<file path="src/rtl/regfile_dump.sv">
// -----------------------------------------------------------------------------
// regfile_dump
//   Debug read-out engine for the CPU register file. A start pulse in IDLE
//   latches an inclusive address range [first_addr .. last_addr]. The range
//   wraps modulo 2**ADDR_W. The engine then walks the range through a spare
//   combinational read port and streams one (addr, data) beat per register
//   on a valid/ready output. It uses its own read port, so the CPU datapath
//   read ports are never disturbed.
//
// Ports
//   clk        rising-edge clock
//   rst_n      asynchronous active-low reset
//   start      begin a dump; only looked at in IDLE
//   first_addr first register of the range (latched on accepted start)
//   last_addr  last register of the range, inclusive (latched on accepted start)
//   abort      synchronous cancel from any state, higher priority than start
//   rd_addr    address presented to the register-file read port
//   rd_data    combinational read data for rd_addr
//   out_valid  beat available
//   out_ready  sink accepts the beat at posedge when out_valid is high
//   out_addr   register index of the current beat
//   out_data   register value of the current beat
//   busy       high while scanning or draining the final beat
//   done       one-cycle pulse after the final beat has been accepted
// -----------------------------------------------------------------------------
module regfile_dump #(
    parameter int ADDR_W = 5,
    parameter int DATA_W = 32
) (
    input  logic              clk,
    input  logic              rst_n,
    input  logic              start,
    input  logic [ADDR_W-1:0] first_addr,
    input  logic [ADDR_W-1:0] last_addr,
    input  logic              abort,
    output logic [ADDR_W-1:0] rd_addr,
    input  logic [DATA_W-1:0] rd_data,
    output logic              out_valid,
    input  logic              out_ready,
    output logic [ADDR_W-1:0] out_addr,
    output logic [DATA_W-1:0] out_data,
    output logic              busy,
    output logic              done
);

    typedef enum logic [1:0] {
        ST_IDLE,
        ST_SCAN,
        ST_DRAIN,
        ST_DONE
    } state_t;

    state_t              state_reg;
    state_t              state_next;
    logic [ADDR_W-1:0]   cur_reg;
    // One bit wider than the address so a full 2**ADDR_W walk fits.
    logic [ADDR_W:0]     remaining_reg;
    logic                out_valid_reg;
    logic [ADDR_W-1:0]   out_addr_reg;
    logic [DATA_W-1:0]   out_data_reg;

    logic [ADDR_W-1:0]   span;
    logic                start_ok;
    logic                capture;
    logic                last_capture;
    logic                accept;

    // Modular distance between the range ends; +1 gives the beat count.
    assign span     = last_addr - first_addr;
    assign start_ok = (state_reg == ST_IDLE) && start && !abort;
    assign accept   = out_valid_reg && out_ready;

    // The output register can take a new value when it is empty or is being
    // emptied at this same edge. That gives one beat per cycle under ready.
    assign capture      = (state_reg == ST_SCAN) && !abort && (!out_valid_reg || out_ready);
    assign last_capture = capture && (remaining_reg == {{ADDR_W{1'b0}}, 1'b1});

    always_ff @(posedge clk or negedge rst_n) begin
        if (!rst_n) begin
            state_reg <= ST_IDLE;
        end else begin
            state_reg <= state_next;
        end
    end

    always_comb begin
        state_next = state_reg;
        if (abort) begin
            state_next = ST_IDLE;
        end else begin
            case (state_reg)
                ST_IDLE:  if (start)        state_next = ST_SCAN;
                ST_SCAN:  if (last_capture) state_next = ST_DRAIN;
                ST_DRAIN: if (accept)       state_next = ST_DONE;
                ST_DONE:                    state_next = ST_IDLE;
                default:                    state_next = ST_IDLE;
            endcase
        end
    end

    always_ff @(posedge clk or negedge rst_n) begin
        if (!rst_n) begin
            cur_reg       <= '0;
            remaining_reg <= '0;
            out_valid_reg <= 1'b0;
            out_addr_reg  <= '0;
            out_data_reg  <= '0;
        end else begin
            if (start_ok) begin
                cur_reg       <= first_addr;
                remaining_reg <= {1'b0, span} + {{ADDR_W{1'b0}}, 1'b1};
            end

            if (capture) begin
                // rd_data is sampled at this edge. A CPU write to the same
                // register at this edge lands afterwards, so the beat
                // carries the pre-write value.
                out_data_reg  <= rd_data;
                out_addr_reg  <= cur_reg;
                out_valid_reg <= 1'b1;
                cur_reg       <= cur_reg + {{(ADDR_W-1){1'b0}}, 1'b1};
                remaining_reg <= remaining_reg - {{ADDR_W{1'b0}}, 1'b1};
            end else if (accept) begin
                out_valid_reg <= 1'b0;
            end

            if (abort) begin
                out_valid_reg <= 1'b0;
            end
        end
    end

    assign rd_addr   = cur_reg;
    assign out_valid = out_valid_reg;
    assign out_addr  = out_addr_reg;
    assign out_data  = out_data_reg;
    assign busy      = (state_reg == ST_SCAN) || (state_reg == ST_DRAIN);
    assign done      = (state_reg == ST_DONE);

endmodule

</file>
<file path="config.mk">
export PLATFORM = sky130hd
export DESIGN_NAME = regfile_dump
export DESIGN_NICKNAME = d
export VERILOG_FILES = /design/src/rtl/regfile_dump.sv
export SDC_FILE = /design/constraint.sdc
export NUM_CORES = 1
export LEC_CHECK = 0
export BUFFER_PORTS_ARGS = -buffer_cell sky130_fd_sc_hd__buf_2
export CAP_MARGIN = 20
export CORE_ASPECT_RATIO = 0.75
export CORE_MARGIN = 10
export CORE_UTILIZATION = 35
export CTS_CLUSTER_SIZE = 16
export DETAILED_ROUTE_END_ITERATION = 8
export HOLD_SLACK_MARGIN = 0.06
export PLACE_DENSITY = 0.63
export SLEW_MARGIN = 20
export SYNTH_ARGS = -nofsm -noshare
export SYNTH_HDL_FRONTEND = slang
export SYNTH_SLANG_ARGS = --single-unit
</file>
<file path="constraint.sdc">
create_clock -name clk -period 1.55 [get_ports clk]
set_input_delay 0.31 -clock clk [delete_from_list [all_inputs] [get_ports clk]]
set_output_delay 0.31 -clock clk [all_outputs]
set_load 0.005 [all_outputs]
</file>
### Word-level counts from Yosys, hierarchy flattened

Index checks and enable logic that the tools add are counted.
W data, S select, Z words.

| storage, ports and cells | value |
|---|---|
| input bits | 47 |
| register bits after elaboration | 51 |
| word-level logic and storage cells | 43 |
| output and inout bits | 45 |

| operators by class | value |
|---|---|
| equal/unequal tests | 7 |
| multiplexer cells | 12 |
| reduce and logical (&&, ||, !) cells | 14 |
| add/sub/neg operators | 4 |

Operators with widths:

| operator | count |
|---|---|
| $mux W6 | 2 |
| $mux W5 | 2 |
| $ne A3 B3 Y1 const B | 3 |
| $mux W2 | 4 |
| $pmux W2 S4 | 1 |
| $add A5 B1 Y6 const B | 1 |
| $eq A6 B1 Y1 const B | 1 |
| $logic_and A1 B1 Y1 | 6 |
| $sub A6 B1 Y6 const B | 1 |
| $add A5 B1 Y5 const B | 1 |
| $sub A5 B5 Y5 | 1 |
| $eq A2 B2 Y1 const B | 2 |
| $mux W1 | 3 |
| $reduce_and A3 Y1 | 1 |
| $reduce_bool A3 Y1 | 1 |
| $eq A2 B1 Y1 const B | 1 |
| $logic_not A1 Y1 | 2 |
| $logic_not A2 Y1 | 1 |
| $logic_or A1 B1 Y1 | 2 |
| $reduce_bool A2 Y1 | 1 |

### Longest topological paths before layout

Gate-level depths: netlist of the first run.

| depth | value |
|---|---|
| depth after elaboration | 7 |
| gate-level depth with buffers | 9 |
| mapped depth without buffers | 9 |

### Worst setup path before layout of the first run

OpenSTA, ideal clock, no wires.

| timing path | value |
|---|---|
| path kind | in2reg |
| from | input last_addr[0] |
| to | register remaining_reg[4] |
| path buffers | 0 |
| data required time | 1415 ps |
| setup time | 135 ps |
| setup slack | -235 ps |
| stages | 9 |
| arrival | 1650 ps |
| cell sequence | inv_1 -> ha_1 -> inv_1 -> fa_1 -> xor2_1 -> nand3b_1 -> mux2i_1 -> xnor2_1 -> a21oi_1 |

| between the ends | value |
|---|---|
| longest elaborated chain between the ends | 4 |

RTL lines:

| item | RTL line | text |
|---|---|---|
| start: declaration | 34 | `input logic [ADDR_W-1:0] last_addr,` |
| $sub A5 B5 Y5 | 69 | `assign span = last_addr - first_addr;` |
| $add A5 B1 Y6 | 111 | `remaining_reg <= {1'b0, span} + {{ADDR_W{1'b0}}, 1'b1};` |
| $mux W6 | 109 | `if (start_ok) begin` |
| $mux W6 | 114 | `if (capture) begin` |
| end signal: assignment | 111 |  |
| end signal: assignment | 122 | `remaining_reg <= remaining_reg - {{ADDR_W{1'b0}}, 1'b1};` |
| end: declaration | 57 | `logic [ADDR_W:0] remaining_reg;` |

No other way between the ends. The select of a mux whose other input is x is not followed.
A chain may end at the register's enable or synchronous reset.

### Final worst setup path of the first run

Ends and elaborated chain as after synthesis.

==> summary.md, run 1 <==
| Metric | Value |
|---|---|
| Final Net Count | `450` |
| Syn_area_per_cell | `9.00 um^2` |
| Slowest stage delay, CP | `0.55 ns` |
| Fin crit period | `around 1.6 ns` |
| CP required | `1.74 ns` |
| Final hold viol count | `0` |
| Startpoint types | `primary input` |
| Worst r2r dst | `state_reg[0]` |
| RSZ-0062 raised after global routing | `yes` |
| I/O pins | `92` |
| Pwr per Cell Area | `1690 nW/um^2` |
| Register area | `1280 um^2` |
| Synth top area share | `52.1%` |
| DP HPWL | `5.24 mm` |
| Reg2Reg Launch Point | `remaining_reg[5]` |
| Largest register FFs | `32` |
| CTS Sinks | `51` |
| Initial antenna violation count | `0` |
| Starting Density | `36.0%` |
| Critical path capture point type | `register` |
| Synthesized area | `2450 um^2` |
| Global-route wire length before repair | `11.4 mm` |
| Actual slew at the worst max-slew pin | `0.291 ns` |
| Worst VDD drop | `0.721 mV` |
| CP Cell Sequence | `buf_8 -> inv_12 -> ha_4 -> inv_2 -> fa_2 -> ha_4 -> nand3b_1 -> mux2i_1 -> xnor2_1 -> a21oi_1` |
| Iter 0 DRT Violations | `~140` |
| Total power of the final layout | `approximately 6 mW` |
| Final cell area excluding filler cells | `3530 um^2` |
| Via count | `2227` |
| Clk_skew | `0.0114 ns` |
| Post-Synthesis Cells | `272` |
| Status | `finished, violations left` |
| Worst R2R Path Depth | `5` |
| Crit path arrival time | `1.79 ns` |
| Worst-Skew Late Latency | `0.30 ns` |
| Most common cell in the netlist | `nand2_1` |
| Top post-synthesis cells by area | `dfrtp_1 52%, nand2_1 17%, ha_1 6.1%` |
| Total grt overflow | `0` |
| Worst hold path class | `primary input to register` |
| Slew HR | `80.6%` |
| Max clock buf depth | `2` |
| Area delta synth->final | `44.0%` |
| Wirelength, routed | `6.89 mm` |
| Final WS setup | `-0.0417 ns` |
| Hold path endpoint | `out_data[9]` |
| Lkg Pwr | `just under 2 nW` |
| Post-DRT Antenna Nets | `0` |
| Pre-CTS setup slack | `-0.452 ns` |
| Vias per cell | `~4.7` |
| CTS tree | `built` |
| H-tree levels | `2` |
| Worst hold slack | `approximately 0.19 ns` |
| Number of flops mapped to enable cells by yosys | `0` |
| Reg clk slew, reported paths | `~0.10 ns` |
| Multi-input gate area | `roughly 1200 um^2` |
| Num CTS Buffers | `5` |
| Core area | `6800 um^2` |
| Largest net degree at the start of global routing | `52` |
| Max Freq | `628 MHz` |
| Fin. max-slew vios | `0` |
| # port buffers | `91` |
| Seq/Total Area, Yosys | `52.1%` |
| Min-delay src | `rd_data[9]` |
| Layout cell share with drive strength beyond 1 | `about two fifths` |
| Leading area contributor after synthesis | `dfrtp_1` |
| Max Cap Viol | `0` |
| FF+latch count, synth | `51` |
| Rows | `26` |
| Chip width | `117 um` |
| RD Place Congestion | `0.840` |
| Die H | `92.4 um` |
| Main synth FF type | `dfrtp_1` |
| Top cells by count, synth | `113 x nand2_1, 51 x dfrtp_1, 13 x inv_1` |
| GRT Overall Usage | `12.8%` |
| Die area | `~11000 um^2` |
| Most frequent CP cell | `ha_4` |
| Yosys warnings | `0` |
| Failing checks | `setup timing` |
| CP max FO | `3` |
| Slowest CP cell | `fa_2` |
| Clk Tree Root Cell | `clkbuf_8` |
| Library cells used by synthesis | `34` |
| Post-route DRC | `0` |
| Fill cells | `~640` |
| Final period util | `103%` |
| Final setup fails | `3` |
| WL/cell | `14.5 um` |
| DP Area | `between 3000 and 4000 um^2` |
| WHS Path Cells | `3` |
| DRT Pass-1 Iters | `4` |
| Asr flop ratio synth | `100%` |
| Diodes inserted | `0` |
| Number of global-route vias before repair | `2304` |
| Utilization after layout | `51.9%` |
| Reg2reg setup slack | `-0.03 ns` |
| Syn nets | `approximately 330` |
| Crit path kind | `primary input to register` |
==> report_power, final <==
part | switching, mW | internal (mW)
Clock | 0.452 | 0.523
Combinational | 1.33 | 1.36
Sequential | 0.396 | 1.92
Total | 2.18 | 3.80
==> cell type report <==
type / count / area share [%]
inverters: 13 / 1.74
clock inverters: 2 / 0.993
multi-input cells: 198 / 34.2
repair buffers: 121 / 21.5
clock buffers: 6 / 2.34
well taps: 84 / 2.98
flip-flops and latches: 51 / 36.2
==> per-layer routing <==
layer  vias to the layer above  global-route usage (%)  share of wire (%)
met5                         -                       0                  0
met4                         0                    2.77               0.29
met3                         2                    5.61                 10
met2                        76                    18.2                 43
met1                      1039                    17.4                 47
li1                       1110                       -                  -
==> per-stage QoR <==
stage,setup TNS [ns],instances
2_1_floorplan,-0.507,272
3_3_place_gp,-1.69,465
3_5_place_dp,-1.98,465
4_1_cts,-0.0741,474
5_1_grt,-0.547,475
6_report,-0.0846,475
==> worst max-delay path by stage <==
stage               slack [ns]               end        startpoint  cells after the start
floorplan                -0.19  remaining_reg[4]      last_addr[0]                      9
global placement         -0.41  remaining_reg[4]      last_addr[0]                     10
detailed placement       -0.45  remaining_reg[4]      last_addr[0]                     10
CTS                      -0.03  remaining_reg[4]      last_addr[0]                     10
global route             -0.12      state_reg[1]  remaining_reg[5]                      5
finish                   -0.04  remaining_reg[4]      last_addr[0]                     10
==> cells by family (layout without fill, tap and decap cells) <==
logic type                 count (synthesis)  after routing  synth area share (%)
DFF                                       51             51                  52.1
buffers and inverters                     23            142                  3.93
adders and majority gates                 13             13                  6.95
and+or+nand+nor                          140            140                  23.9
xor gates and xnor gates                  10             10                  3.58
muxes                                      3              3                  1.28
AOI/OAI and AO/OA                         32             32                  8.28
==> cell usage in the layout, fill, tap and decap left out, types with 2 or more instances in the layout <==
master / n
buf_2: 89
clkbuf_8: 6
inv_1: 9
a221o_1: 2
mux2i_1: 2
and3_1: 3
dfrtp_1: 51
a32oi_1: 2
buf_6: 7
a22oi_1: 2
ha_2: 2
nor2_1: 7
o21ai_1: 11
a32o_1: 2
nor2_4: 2
nor2b_1: 2
ha_4: 4
ha_1: 6
nand3b_1: 2
nand3_1: 2
buf_4: 20
inv_2: 3
a21o_1: 2
nand2_2: 2
nand2_1: 111
a21oi_1: 5
buf_8: 2
xor2_1: 2
xnor2_1: 7
nand2b_4: 2
==> critical path: cells and delay by family <==
kind / cells / cell delay (ns)
multiplexers: 1 / 0.18
buffers and inverters: 3 / 0.18
XOR/XNOR: 1 / 0.14
AND/OR/NAND/NOR: 1 / 0.07
AO/OA/AOI/OAI: 1 / 0.08
adder cells (fa/ha/maj): 3 / 0.82
==> repair_timing <==
action                                  4_1_cts  5_1_grt
endpoints found under the hold margin        51        0
pin swaps                                     7       11
setup buffers                                 0        0
endpoints found under the setup margin       14       46
hold buffers                                  1        0
resized for setup                             9       21
gates cloned                                  0        1
No activity file was read; power rests on OpenSTA's default activity.
==> inputs of run 2 (changes only) <==
ABC_AREA = 1   (was default)
==> run 2 against run 1 <==
Net effect: the flow still finishes with violations (setup timing); sequential power grew 2%; hold slack gained 0.016 ns; count of clock-buffer cells in the layout grew 1; synthesized cell count grew 17%; design area shrank 0.18%; via count grew 7.1%; setup slack lost 0.0065 ns; largest power group unchanged; fmax shrank 0.41%; area after synthesis grew 8.1%; flip-flop and latch count is the same.
==> summary.md, run 2 <==
| Metric | Value |
|---|---|
| Status | `finished, violations left` |
| Failing checks | `setup timing` |
| # port buffers | `91 (unchanged)` |
| Multi-input gate area | `1220 um^2 (+0.83%)` |
| Register area | `1280 um^2 (unchanged)` |
| Post-route insts no fill | `532 (+12%)` |
| Wirelength, routed | `6.85 mm (-0.65%)` |
| Most common cell in the netlist | `nand2_1` |
| Crit path arrival time | `1.82 ns (+0.03 ns)` |
| Final Net Count | `490 (+8.9%)` |
| Num CTS Buffers | `5 (unchanged)` |
| Worst VDD drop | `0.796 mV (+10%)` |
| Setup_tns | `-0.0482 ns (+0.0365 ns)` |
| Worst hold path class | `primary input to register` |
| Clk_skew | `0.00724 ns (-0.00414 ns)` |
| Syn nets | `378 (+14%)` |
| Reg2Reg Launch Point | `state_reg[0]` |
| Initial antenna violation count | `0 (unchanged)` |
| Iter 0 DRT Violations | `88 (-36%)` |
| Worst-Skew Late Latency | `0.29 ns (about the same)` |
| CP required | `1.77 ns (+0.03 ns)` |
| GRT Overall Usage | `11.8% (-0.99 points)` |
| Number of flops mapped to enable cells by yosys | `0 (unchanged)` |
| Crit path kind | `primary input to register` |
| Core area | `7360 um^2 (+8.3%)` |
| DP HPWL | `5.29 mm (+0.99%)` |
| Lkg Pwr | `1.96 nW (+2.2%)` |
| WL/cell | `12.9 um (-11%)` |
| Clk Tree Root Cell | `clkbuf_8` |
| Met2 usage | `19.0% (+0.85 points)` |
| Synthesized area | `2650 um^2 (+8.1%)` |
| Largest register FFs | `32 (unchanged)` |
| Commonest non-fill, non-tap cell in the layout | `nand2_1` |
| Worst hold slack | `0.203 ns (+0.0160 ns)` |
| Main synth FF type | `dfrtp_1` |
| Max Cap Viol | `0 (unchanged)` |
| Asr flop ratio synth | `100% (unchanged)` |
| Total grt overflow | `0 (unchanged)` |
| CTS tree | `built` |
| Met3 usage | `4.90% (-0.71 points)` |
| Synth top area share | `48.2% (-3.9 points)` |
| Worst Setup SP | `last_addr[0]` |
| GR peak layer | `met2` |
| Top post-synthesis cells by area | `dfrtp_1 48%, nand2_1 18%, ha_1 5.7%` |
| Vias per cell | `4.48 (-4.3%)` |
| Rows | `27 (+3.8%)` |
| CP max FO | `3 (unchanged)` |
| I/O pins | `92 (unchanged)` |
| Diodes inserted | `0 (unchanged)` |
| Final period util | `103% (+0.42 points)` |
| Fin crit period | `1.60 ns (+0.00647 ns)` |
| Syn_area_per_cell | `8.33 um^2 (-7.5%)` |
| Die H | `95.3 um (+3.1%)` |
| Top cells by count, synth | `128 x nand2_1, 51 x dfrtp_1, 25 x inv_1` |
| Total power of the final layout | `5.81 mW (-2.9%)` |
| Max Freq | `626 MHz (-0.41%)` |
| Post-Synthesis Cells | `318 (+17%)` |
| Yosys warnings | `0 (unchanged)` |
| Final setup fails | `1 (-2)` |
| Fill cells | `754 (+18%)` |
| Fin. max-slew vios | `0 (unchanged)` |
| Number of global-route vias before repair | `2497 (+8.4%)` |
| Seq/Total Area, Yosys | `48.2% (-3.9 points)` |
| Cells after DPL | `518 (+11%)` |
| FF+latch count, synth | `51 (unchanged)` |
| Most frequent cells in the layout | `126 x nand2_1, 90 x buf_2, 51 x dfrtp_1` |
| Global-route wire length before repair | `11.5 mm (+1.2%)` |
| Library cells used by synthesis | `33 (-2.9%)` |
| Largest net degree at the start of global routing | `52 (unchanged)` |
| Pre-CTS setup slack | `-0.447 ns (+0.00552 ns)` |
| Leading area contributor after synthesis | `dfrtp_1` |
| Min-delay src | `rd_data[11]` |
| Startpoint types | `primary input` |
| Die area | `11500 um^2 (+6.5%)` |
| Critical path capture point type | `register` |
| Layout cell share with drive strength beyond 1 | `36.0% (-2.9 points)` |
| Final hold viol count | `0 (unchanged)` |
| Max clock buf depth | `2 (unchanged)` |
| Slew HR | `81.4% (+0.81 points)` |
| CTS Sinks | `51 (unchanged)` |
| GR Layer Usage met1 | `14.9% (-2.6 points)` |
| Reg clk slew, reported paths | `0.09 ns (about the same)` |
| Final WS setup | `-0.0482 ns (-0.00647 ns)` |
| Post-DRT Antenna Nets | `0 (unchanged)` |
| Pwr per Cell Area | `1650 nW/um^2 (-2.7%)` |
| Area delta synth->final | `33.0%` |
| Post-route DRC | `0 (unchanged)` |
| RSZ-0062 raised after global routing | `yes` |
| RD Place Congestion | `0.796 (-5.3%)` |
| Actual slew at the worst max-slew pin | `0.279 ns (-0.0122 ns)` |
| H-tree levels | `2 (unchanged)` |
| DRT Pass-1 Iters | `4 (unchanged)` |
| Starting Density | `35.9% (-0.064 points)` |
| Via count | `2386 (+7.1%)` |
| Chip width | `120 um (+3.3%)` |
## run 2: what timing repair did
action | 4_1_cts | 5_1_grt
resized for setup | 5 | 10
pin swaps | 6 | 6
endpoints found under the hold margin | 51 | 0
setup endpoints to repair | 1 | 45
setup buffers | 1 | 4
hold buffers | 1 | 0
## run 2: cell families (layout without fill, tap and decap cells)
| family | count (synthesis) | in the layout | synth area share (%) |
|---|---|---|---|
| buffers and inverters | 41 | 154 | 7.56 |
| AOI/OAI and AO/OA | 36 | 36 | 7.51 |
| DFF | 51 | 51 | 48.2 |
| and+or+nand+nor | 173 | 173 | 29.0 |
| xor gates and xnor gates | 4 | 4 | 1.32 |
| adders and majority gates | 13 | 13 | 6.43 |
## run 2: per-layer routing
| layer | wire (um) | share of wire [%] | vias up |
|---|---|---|---|
| li1 | - | - | 1220 |
| met1 | 3300 | 48 | 1092 |
| met2 | 2960 | 43 | 70 |
| met3 | 565 | 8.3 | 4 |
| met4 | 24 | 0.35 | 0 |
| met5 | 0 | 0 | - |
## run 2: worst paths after layout
| check | to | slack (ns) | depth (start not counted) |
|---|---|---|---|
| worst max-delay path | remaining_reg[4] | -0.05 | 12 |
| worst min-delay path | out_data[11] | 0.20 | 3 |
| worst max register to register | state_reg[0] | 0.05 | 9 |
| worst min register to register | out_data[27] | 0.48 | 2 |
| max in group asynchronous | rd_addr[1] | 0.78 | 3 |
| min in group asynchronous | out_addr[4] | 0.54 | 3 |
## run 2: power breakdown
group          switching [mW]  internal (mW)  leakage [nW]
combinational            1.47           1.20          1.28
sequential              0.402           1.94         0.636
clock                   0.426          0.367        0.0484
total                    2.30           3.51          1.96
## run 2: metrics by stage
stage	util, %	cell area, um^2
4_1_cts	47.0	3460
6_report	47.8	3520
3_3_place_gp	45.2	3330
5_1_grt	47.8	3520
2_1_floorplan	-	2680
3_5_place_dp	45.2	3330
## run 2: layout make-up
cell class              instances  share of cell area [%]
flip-flops and latches         51                    36.2
multi-input cells             226                    34.6
repair buffers                115                    18.9
inverters                      31                    4.02
well taps                     101                    3.59
clock buffers                   7                    2.45
clock inverters                 1                   0.249
## run 2: critical path, cell delays in order
cell and delay [ns]:
buf_8 0.11, inv_12 0.04, ha_4 0.10, inv_2 0.04
fa_1 0.53, ha_2 0.19, inv_2 0.04, nor2_4 0.10
nand3_2 0.07, nand2_2 0.07, nand3_2 0.08, a21oi_2 0.12
